==> src/rtl/cavlc_pkg.sv <==
// Shared definitions for the CAVLC total_zeros encoder.
//   tz_mode_e     : block-type encoding carried on in_mode
//   MAXC_*        : maxNumCoeff for each block type
//   TZ_MAX_LEN    : longest total_zeros code word (bits)
//   max_num_coeff : mode -> maxNumCoeff
package cavlc_pkg;

  typedef enum logic [1:0] {
    TZ_MODE_4x4_16 = 2'd0,
    TZ_MODE_4x4_15 = 2'd1,
    TZ_MODE_CDC420 = 2'd2,
    TZ_MODE_CDC422 = 2'd3
  } tz_mode_e;

  localparam logic [4:0] MAXC_4x4_16 = 5'd16;
  localparam logic [4:0] MAXC_4x4_15 = 5'd15;
  localparam logic [4:0] MAXC_CDC420 = 5'd4;
  localparam logic [4:0] MAXC_CDC422 = 5'd8;

  localparam int TZ_MAX_LEN = 9;

  function automatic logic [4:0] max_num_coeff(input logic [1:0] mode);
    logic [4:0] m;
    case (tz_mode_e'(mode))
      TZ_MODE_4x4_16: m = MAXC_4x4_16;
      TZ_MODE_4x4_15: m = MAXC_4x4_15;
      TZ_MODE_CDC420: m = MAXC_CDC420;
      default:        m = MAXC_CDC422;
    endcase
    return m;
  endfunction

endpackage

==> src/rtl/cavlc_totalzeros_rom.sv <==
// Combinational total_zeros code lookup: (mode, TotalCoeff, total_zeros) -> {code, len}.
//   mode_i : block type (tz_mode_e encoding)
//   tc_i   : table index, TotalCoeff 1..15 (other values return len 0)
//   tz_i   : total_zeros
//   code_o : right-aligned code word, upper bits zero
//   len_o  : code length in bits
// Configuration macro CAVLC_TZ_CHROMA422_EN builds the 4:2:2 chroma DC table;
// without it mode 3 returns len 0.
module cavlc_totalzeros_rom
  import cavlc_pkg::*;
#(
  parameter int CODE_W = TZ_MAX_LEN
) (
  input  logic [1:0]        mode_i,
  input  logic [3:0]        tc_i,
  input  logic [3:0]        tz_i,
  output logic [CODE_W-1:0] code_o,
  output logic [3:0]        len_o
);

  // Each row packs 16 nibbles, total_zeros = 0 in the most significant nibble,
  // so the hex literals read left to right as tz = 0, 1, 2, ...
  // Every code value in these tables fits in 3 bits.
  localparam logic [63:0] TZ4_LEN [16] = '{
    64'h0,
    64'h1334_4556_6778_8999, 64'h3333_3444_4556_6660, 64'h4333_4433_4556_5600,
    64'h5344_3334_3455_5000, 64'h4443_3333_4545_0000, 64'h6533_3333_4360_0000,
    64'h6533_3234_3600_0000, 64'h6453_2233_6000_0000, 64'h6642_2325_0000_0000,
    64'h5532_2240_0000_0000, 64'h4433_1300_0000_0000, 64'h4421_3000_0000_0000,
    64'h3312_0000_0000_0000, 64'h2210_0000_0000_0000, 64'h1100_0000_0000_0000};
  localparam logic [63:0] TZ4_CODE [16] = '{
    64'h0,
    64'h1323_2323_2323_2321, 64'h7654_3543_2323_2100, 64'h5765_4343_2321_1000,
    64'h3754_6543_3221_0000, 64'h5437_6543_2110_0000, 64'h1176_5432_1100_0000,
    64'h1154_3321_1000_0000, 64'h1113_3221_0000_0000, 64'h1013_2111_0000_0000,
    64'h1013_2110_0000_0000, 64'h0112_1300_0000_0000, 64'h0111_1000_0000_0000,
    64'h0111_0000_0000_0000, 64'h0110_0000_0000_0000, 64'h0100_0000_0000_0000};

  localparam logic [63:0] TZ420_LEN [4] = '{
    64'h0, 64'h1233_0000_0000_0000, 64'h1220_0000_0000_0000, 64'h1100_0000_0000_0000};
  localparam logic [63:0] TZ420_CODE [4] = '{
    64'h0, 64'h1110_0000_0000_0000, 64'h1100_0000_0000_0000, 64'h1000_0000_0000_0000};

`ifdef CAVLC_TZ_CHROMA422_EN
  localparam logic [63:0] TZ422_LEN [8] = '{
    64'h0,
    64'h1334_4455_0000_0000, 64'h3233_3330_0000_0000, 64'h3322_3300_0000_0000,
    64'h3222_3000_0000_0000, 64'h2222_0000_0000_0000, 64'h2210_0000_0000_0000,
    64'h1100_0000_0000_0000};
  localparam logic [63:0] TZ422_CODE [8] = '{
    64'h0,
    64'h1232_3110_0000_0000, 64'h0114_5670_0000_0000, 64'h0112_6700_0000_0000,
    64'h6012_7000_0000_0000, 64'h0123_0000_0000_0000, 64'h0110_0000_0000_0000,
    64'h0100_0000_0000_0000};
`endif

  function automatic logic [3:0] nib(input logic [63:0] row, input logic [3:0] tz);
    return row[{~tz, 2'b00} +: 4];
  endfunction

  logic [63:0] len_row;
  logic [63:0] code_row;
  logic [3:0]  code_nib;

  always_comb begin
    len_row  = '0;
    code_row = '0;
    case (tz_mode_e'(mode_i))
      TZ_MODE_4x4_16, TZ_MODE_4x4_15: begin
        len_row  = TZ4_LEN[tc_i];
        code_row = TZ4_CODE[tc_i];
      end
      TZ_MODE_CDC420: begin
        if (tc_i < 4'd4) begin
          len_row  = TZ420_LEN[tc_i[1:0]];
          code_row = TZ420_CODE[tc_i[1:0]];
        end
      end
`ifdef CAVLC_TZ_CHROMA422_EN
      TZ_MODE_CDC422: begin
        if (tc_i < 4'd8) begin
          len_row  = TZ422_LEN[tc_i[2:0]];
          code_row = TZ422_CODE[tc_i[2:0]];
        end
      end
`endif
      default: ;
    endcase
    len_o    = nib(len_row, tz_i);
    code_nib = nib(code_row, tz_i);
    code_o   = CODE_W'(code_nib);
  end

endmodule

==> src/rtl/cavlc_totalzeros_enc_pipe.sv <==
// Two-stage pipelined total_zeros VLC encoder with valid/ready flow control.
//   clk, rst (async, active-high)
//   in_valid/in_ready, in_mode, in_total_coeff, in_total_zeros, in_tag : descriptor input
//   out_valid/out_ready, out_code, out_len, out_tag, out_err            : code word output
//   bit_count : running sum of out_len over output transfers; clr_count clears it
// Configuration macro CAVLC_TZ_CHROMA422_EN enables mode 3 (4:2:2 chroma DC);
// without it every mode-3 descriptor is flagged out_err with len 0.
module cavlc_totalzeros_enc_pipe
  import cavlc_pkg::*;
#(
  parameter int TAG_W  = 5,
  parameter int CNT_W  = 20,
  parameter int CODE_W = 9
) (
  input  logic              clk,
  input  logic              rst,
  input  logic              in_valid,
  output logic              in_ready,
  input  logic [1:0]        in_mode,
  input  logic [4:0]        in_total_coeff,
  input  logic [3:0]        in_total_zeros,
  input  logic [TAG_W-1:0]  in_tag,
  output logic              out_valid,
  input  logic              out_ready,
  output logic [CODE_W-1:0] out_code,
  output logic [3:0]        out_len,
  output logic [TAG_W-1:0]  out_tag,
  output logic              out_err,
  output logic [CNT_W-1:0]  bit_count,
  input  logic              clr_count
);

  logic              vld_p1_q, vld_p2_q;
  logic [1:0]        mode_p1_q;
  logic [3:0]        idx_p1_q, tz_p1_q;
  logic [TAG_W-1:0]  tag_p1_q, tag_p2_q;
  logic              err_p1_q, skip_p1_q, err_p2_q;
  logic [CODE_W-1:0] code_p2_q, code_p2_d, rom_code;
  logic [3:0]        len_p2_q, len_p2_d, rom_len;
  logic [CNT_W-1:0]  bit_count_q, bit_count_d;

  logic              s2_adv, acc, ld_p2, xfer;
  logic [4:0]        maxc;
  logic              tc_over, tz_over, err_p1_d, skip_p1_d;

  assign s2_adv   = !vld_p2_q || out_ready;
  assign in_ready = !vld_p1_q || s2_adv;
  assign acc      = in_valid && in_ready;
  assign ld_p2    = vld_p1_q && s2_adv;
  assign xfer     = vld_p2_q && out_ready;

  // ---- stage 1: classify descriptor, register index and flags ----
  always_comb begin
    maxc      = max_num_coeff(in_mode);
    tc_over   = in_total_coeff > maxc;
    // Only meaningful when TotalCoeff is in range, so the subtraction cannot wrap.
    tz_over   = !tc_over && (in_total_coeff != 5'd0) &&
                ({1'b0, in_total_zeros} > (maxc - in_total_coeff));
    err_p1_d  = tc_over || tz_over;
`ifndef CAVLC_TZ_CHROMA422_EN
    if (tz_mode_e'(in_mode) == TZ_MODE_CDC422) err_p1_d = 1'b1;
`endif
    skip_p1_d = (in_total_coeff == 5'd0) || (in_total_coeff == maxc);
  end

  always_ff @(posedge clk or posedge rst) begin
    if (rst) vld_p1_q <= 1'b0;
    else if (in_ready) vld_p1_q <= in_valid;
  end

  always_ff @(posedge clk) begin
    if (acc) begin
      mode_p1_q <= in_mode;
      idx_p1_q  <= in_total_coeff[3:0];
      tz_p1_q   <= in_total_zeros;
      tag_p1_q  <= in_tag;
      err_p1_q  <= err_p1_d;
      skip_p1_q <= skip_p1_d;
    end
  end

  // ---- stage 2: table lookup, register code word ----
  cavlc_totalzeros_rom #(.CODE_W(CODE_W)) u_rom (
    .mode_i (mode_p1_q),
    .tc_i   (idx_p1_q),
    .tz_i   (tz_p1_q),
    .code_o (rom_code),
    .len_o  (rom_len)
  );

  always_comb begin
    code_p2_d = rom_code;
    len_p2_d  = rom_len;
    if (err_p1_q || skip_p1_q) begin
      code_p2_d = '0;
      len_p2_d  = '0;
    end
  end

  always_ff @(posedge clk or posedge rst) begin
    if (rst) begin
      vld_p2_q  <= 1'b0;
      code_p2_q <= '0;
      len_p2_q  <= '0;
      tag_p2_q  <= '0;
      err_p2_q  <= 1'b0;
    end else begin
      if (s2_adv) vld_p2_q <= vld_p1_q;
      if (ld_p2) begin
        code_p2_q <= code_p2_d;
        len_p2_q  <= len_p2_d;
        tag_p2_q  <= tag_p1_q;
        err_p2_q  <= err_p1_q;
      end
    end
  end

  // ---- output: emitted-bit accumulator ----
  // A clear coincident with a transfer keeps that transfer's length.
  always_comb begin
    bit_count_d = bit_count_q;
    if (clr_count)  bit_count_d = xfer ? CNT_W'(len_p2_q) : '0;
    else if (xfer)  bit_count_d = bit_count_q + CNT_W'(len_p2_q);
  end

  always_ff @(posedge clk or posedge rst) begin
    if (rst) bit_count_q <= '0;
    else     bit_count_q <= bit_count_d;
  end

  assign out_valid = vld_p2_q;
  assign out_code  = code_p2_q;
  assign out_len   = len_p2_q;
  assign out_tag   = tag_p2_q;
  assign out_err   = err_p2_q;
  assign bit_count = bit_count_q;

endmodule

==> config.mk <==
export PLATFORM = sky130hd
export DESIGN_NAME = cavlc_totalzeros_enc_pipe
export DESIGN_NICKNAME = d
export VERILOG_FILES = /design/src/rtl/cavlc_pkg.sv /design/src/rtl/cavlc_totalzeros_rom.sv /design/src/rtl/cavlc_totalzeros_enc_pipe.sv
export SDC_FILE = /design/constraint.sdc
export NUM_CORES = 1
export LEC_CHECK = 0
export ABC_AREA = 1
export CAP_MARGIN = 30
export CORE_ASPECT_RATIO = 1.25
export CORE_MARGIN = 2
export CORE_UTILIZATION = 45
export CTS_CLUSTER_DIAMETER = 120
export DETAILED_ROUTE_END_ITERATION = 10
export PLACE_DENSITY = 0.71
export SLEW_MARGIN = 20
export SYNTH_ARGS = -nofsm -noshare
export SYNTH_HDL_FRONTEND = slang
export SYNTH_SLANG_ARGS = --single-unit
==> constraint.sdc <==
create_clock -name clk -period 2.5 [get_ports clk]
set_clock_uncertainty 0.1 [all_clocks]
set_input_delay 0.5 -clock clk [delete_from_list [all_inputs] [get_ports clk]]
set_output_delay 0.5 -clock clk [all_outputs]
set_load 0.01 [all_outputs]
==> flow_summary.toml <==
[status]
status = "finished clean"

[routing]
routedWlPerCell_um = 16.6
ant_nets = 0
vias = 5066
drtPass1Iterations = 9
drc = 0
wl_um = 15000
dr.first_iter.drc_count = 521
vias_per_cell = 5.59

[cts]
clock_latency_ps = 300
cts_buffer_depth = 2
htree_levels = 2
cts_root_buf = "clkbuf_16"
cts.reportedPaths.clkPinSlew_ps = 70
hold_buffers = 0
cts_tree = "done"
cts.sinks = 52
numCtsBuffers = 5

[timing]
finalSetupViolCount = 0
grt_setup_unrepaired = "false"
finalHoldViolCount = 0
fin_crit_ps = 2390
max_freq_mhz = 419
drv_slew = 0
period_share = 0.955

[final_layout]
diodes = 0
area_delta_synth_final_pct = 25.5
regArea_um2 = 1390
layout.nets = 829
final_area_um2 = 5760
finish.utilization = 0.576
layout-drive-gt1-share = 0.139
final_cell_mix = "216 x nand2_1, 67 x nand3_1, 66 x inv_1"
nFillCells = 975
layout_commonest_cell = "nand2_1"
multiInputGateArea_um2 = 2840

[synthesis]
synth_edf_count = 17
ys_top_cells_by_area = "dfrtp_1 19%, nand2_1 18%, edfxtp_1 11%"
yosysWarnings = 0
yosys.area_share.simple = 0.376
muxShareOfSynthArea = 0
syn-cell-area_um2 = 4590
async_reset_ff_frac = 0.673
synth_compound_area_frac = 0.115
synth_cell_types = 40
ys.flop_type = "dfrtp_1"
yosys.area.top_type_share = 0.191
synth_cells = 688
avgSynthCellArea_um2 = 6.67
synthAdderAreaFrac = 0.0905
seq_area_frac_synth = 0.302
synth_top_family_by_area = "simple AND/OR/NAND/NOR gates"
synth-xor-area-share = 0.00954
ys_ff_latch = 52
synth_area_leader_cell = "dfrtp_1"

[die]
placeableCoreArea_um2 = 10000
num_rows = 41
start_util = 0.459
pin_count = 62
die_x_um = 94.3
fp.dieH_um = 117
die-area_um2 = 11000

[critical_path]
worstRegToRegCells = 12
required_ps = 2450
timing.rr.start = "out_len[0]$_DFFE_PP0P_"
rr_endpoint = "bit_count[10]$_DFFE_PP0P_"
worst-r2r-setup-slack_ps = 180
arrival_ps = 2340
crit_path_end_kind = "flip-flop"
cp-start-kind = "input port"
critPathLaunch = "in_mode[1]"
crit_fanout = 3
path_class = "input port to flip-flop"
crit_end = "err_p1_q$_SDFFCE_PN1P_"

[grt]
grtUsageTotal = 0.270
grt_max_degree = 36
grt.overflow.total = 0
grt_pass1_vias = 4833
antenna_found_initial = 0
grt_pass1_wl_um = 23400

[power_and_ir_drop]
p_leak_nw = 2.80
ir_worst_vdd_mv = 0.289
power.density_nw_per_um2 = 472

[placed_design]
place_congestion = 1.06
portBuffers = 55
dpl-instance-area_um2 = 5450
place_hpwl_um = 11700

[hold_path]
hp-class = "flip-flop to flip-flop"

[run]
cap_violations = 0
-- logic make-up after synthesis --
| group | Yosys count |
|---|---|
| buffers and inverters | 108 |
| flip-flops | 52 |
| other | 1 |
| adder cells (fa/ha/maj) | 32 |
| AO/OA/AOI/OAI | 96 |
| AND/OR/NAND/NOR | 394 |
| XOR/XNOR | 5 |
-- how the worst min path moves through the flow --
stage                             end  slack [ps]  cells after the start                   from
3_5_place_dp   out_tag[2]$_DFFE_PP0P_         340                      2  tag_p1_q[2]$_DFFE_PP_
6_report       out_tag[2]$_DFFE_PP0P_         350                      2  tag_p1_q[2]$_DFFE_PP_
4_1_cts        out_tag[2]$_DFFE_PP0P_         360                      2  tag_p1_q[2]$_DFFE_PP_
2_1_floorplan  out_tag[0]$_DFFE_PP0P_         320                      2  tag_p1_q[0]$_DFFE_PP_
5_1_grt        out_tag[2]$_DFFE_PP0P_         380                      2  tag_p1_q[2]$_DFFE_PP_
3_3_place_gp   out_tag[3]$_DFFE_PP0P_         330                      2  tag_p1_q[3]$_DFFE_PP_
-- flip-flops by register name, indices dropped and copies added (netlist names) --
signal and count:
vld_p1_q 1, idx_p1_q 4, out_code 3, out_len 4, out_err 1, out_valid 1
skip_p1_q 1, tag_p1_q 5, tz_p1_q 4, mode_p1_q 2, err_p1_q 1, bit_count 20
out_tag 5
-- metrics by stage --
| step | std cells | setup TNS (ps) | setup WS [ps] | hold slack (ps) | total power, mW |
|---|---|---|---|---|---|
| after CTS | 901 | 0 | 8.54 | 357 | 2.68 |
| after global routing | 906 | 0 | 9.88 | 375 | 2.86 |
| after floorplan | 693 | 0 | 4.98 | 318 | 1.56 |
| after global placement | 891 | -602 | -602 | 325 | 1.93 |
| final | 906 | 0 | 111 | 351 | 2.72 |
| after detailed placement | 891 | -771 | -771 | 340 | 1.94 |
-- repair_timing --
action,CTS,global route
gates resized for setup,22,13
setup buffers,2,5
endpoints found under the setup margin,1,3
pin swaps,9,7
-- metal layers --
layer / vias to the layer above / part of all wire / GRT usage
met5: - / 0 / 0
met4: 0 / 0.057 / 0.140
met3: 86 / 0.055 / 0.0327
met2: 256 / 0.50 / 0.489
met1: 2306 / 0.39 / 0.313
li1: 2418 / - / -
-- power by group --
group / internal (mW) / total, mW / switching [mW] / leakage, nW
Sequential: 0.957 / 1.02 / 0.0580 / 0.633
Clock: 0.381 / 0.722 / 0.341 / 0.0719
Combinational: 0.402 / 0.984 / 0.583 / 2.10
-- critical path: stages --
cell and delay (ps):
buf_2 120, inv_4 80, buf_4 120, ha_4 140, inv_1 60, fa_2 370, xor2_1 170, ha_1 320
a21oi_2 140, o21ai_1 90, a21oi_2 150, o21ai_2 80
-- cell type report --
type | instances | share of cell area
timing repair buffer | 105 | 0.159
sequential | 52 | 0.241
multi-input combinational | 533 | 0.493
tap | 129 | 0.0280
clock inverter | 3 | 0.00478
clock buffer | 5 | 0.0217
inverter | 79 | 0.0519
-- cells in the mapped netlist (all sizes together) (2+ instances only) --
cell and n:
xor2 3, buf 23, nand3 67, nor2 68
o21a 2, xnor2 2, o21bai 2, a21oi 33
fa 2, nand4 19, edfxtp 17, nor3 10
ha 30, clkbuf 6, o211ai 3, a22oi 2
a31oi 3, o221ai 2, inv 78, dfrtp 35
o21ai 45, nand2 226, and3 2
Note: power is estimated with default switching activity, not from simulation.
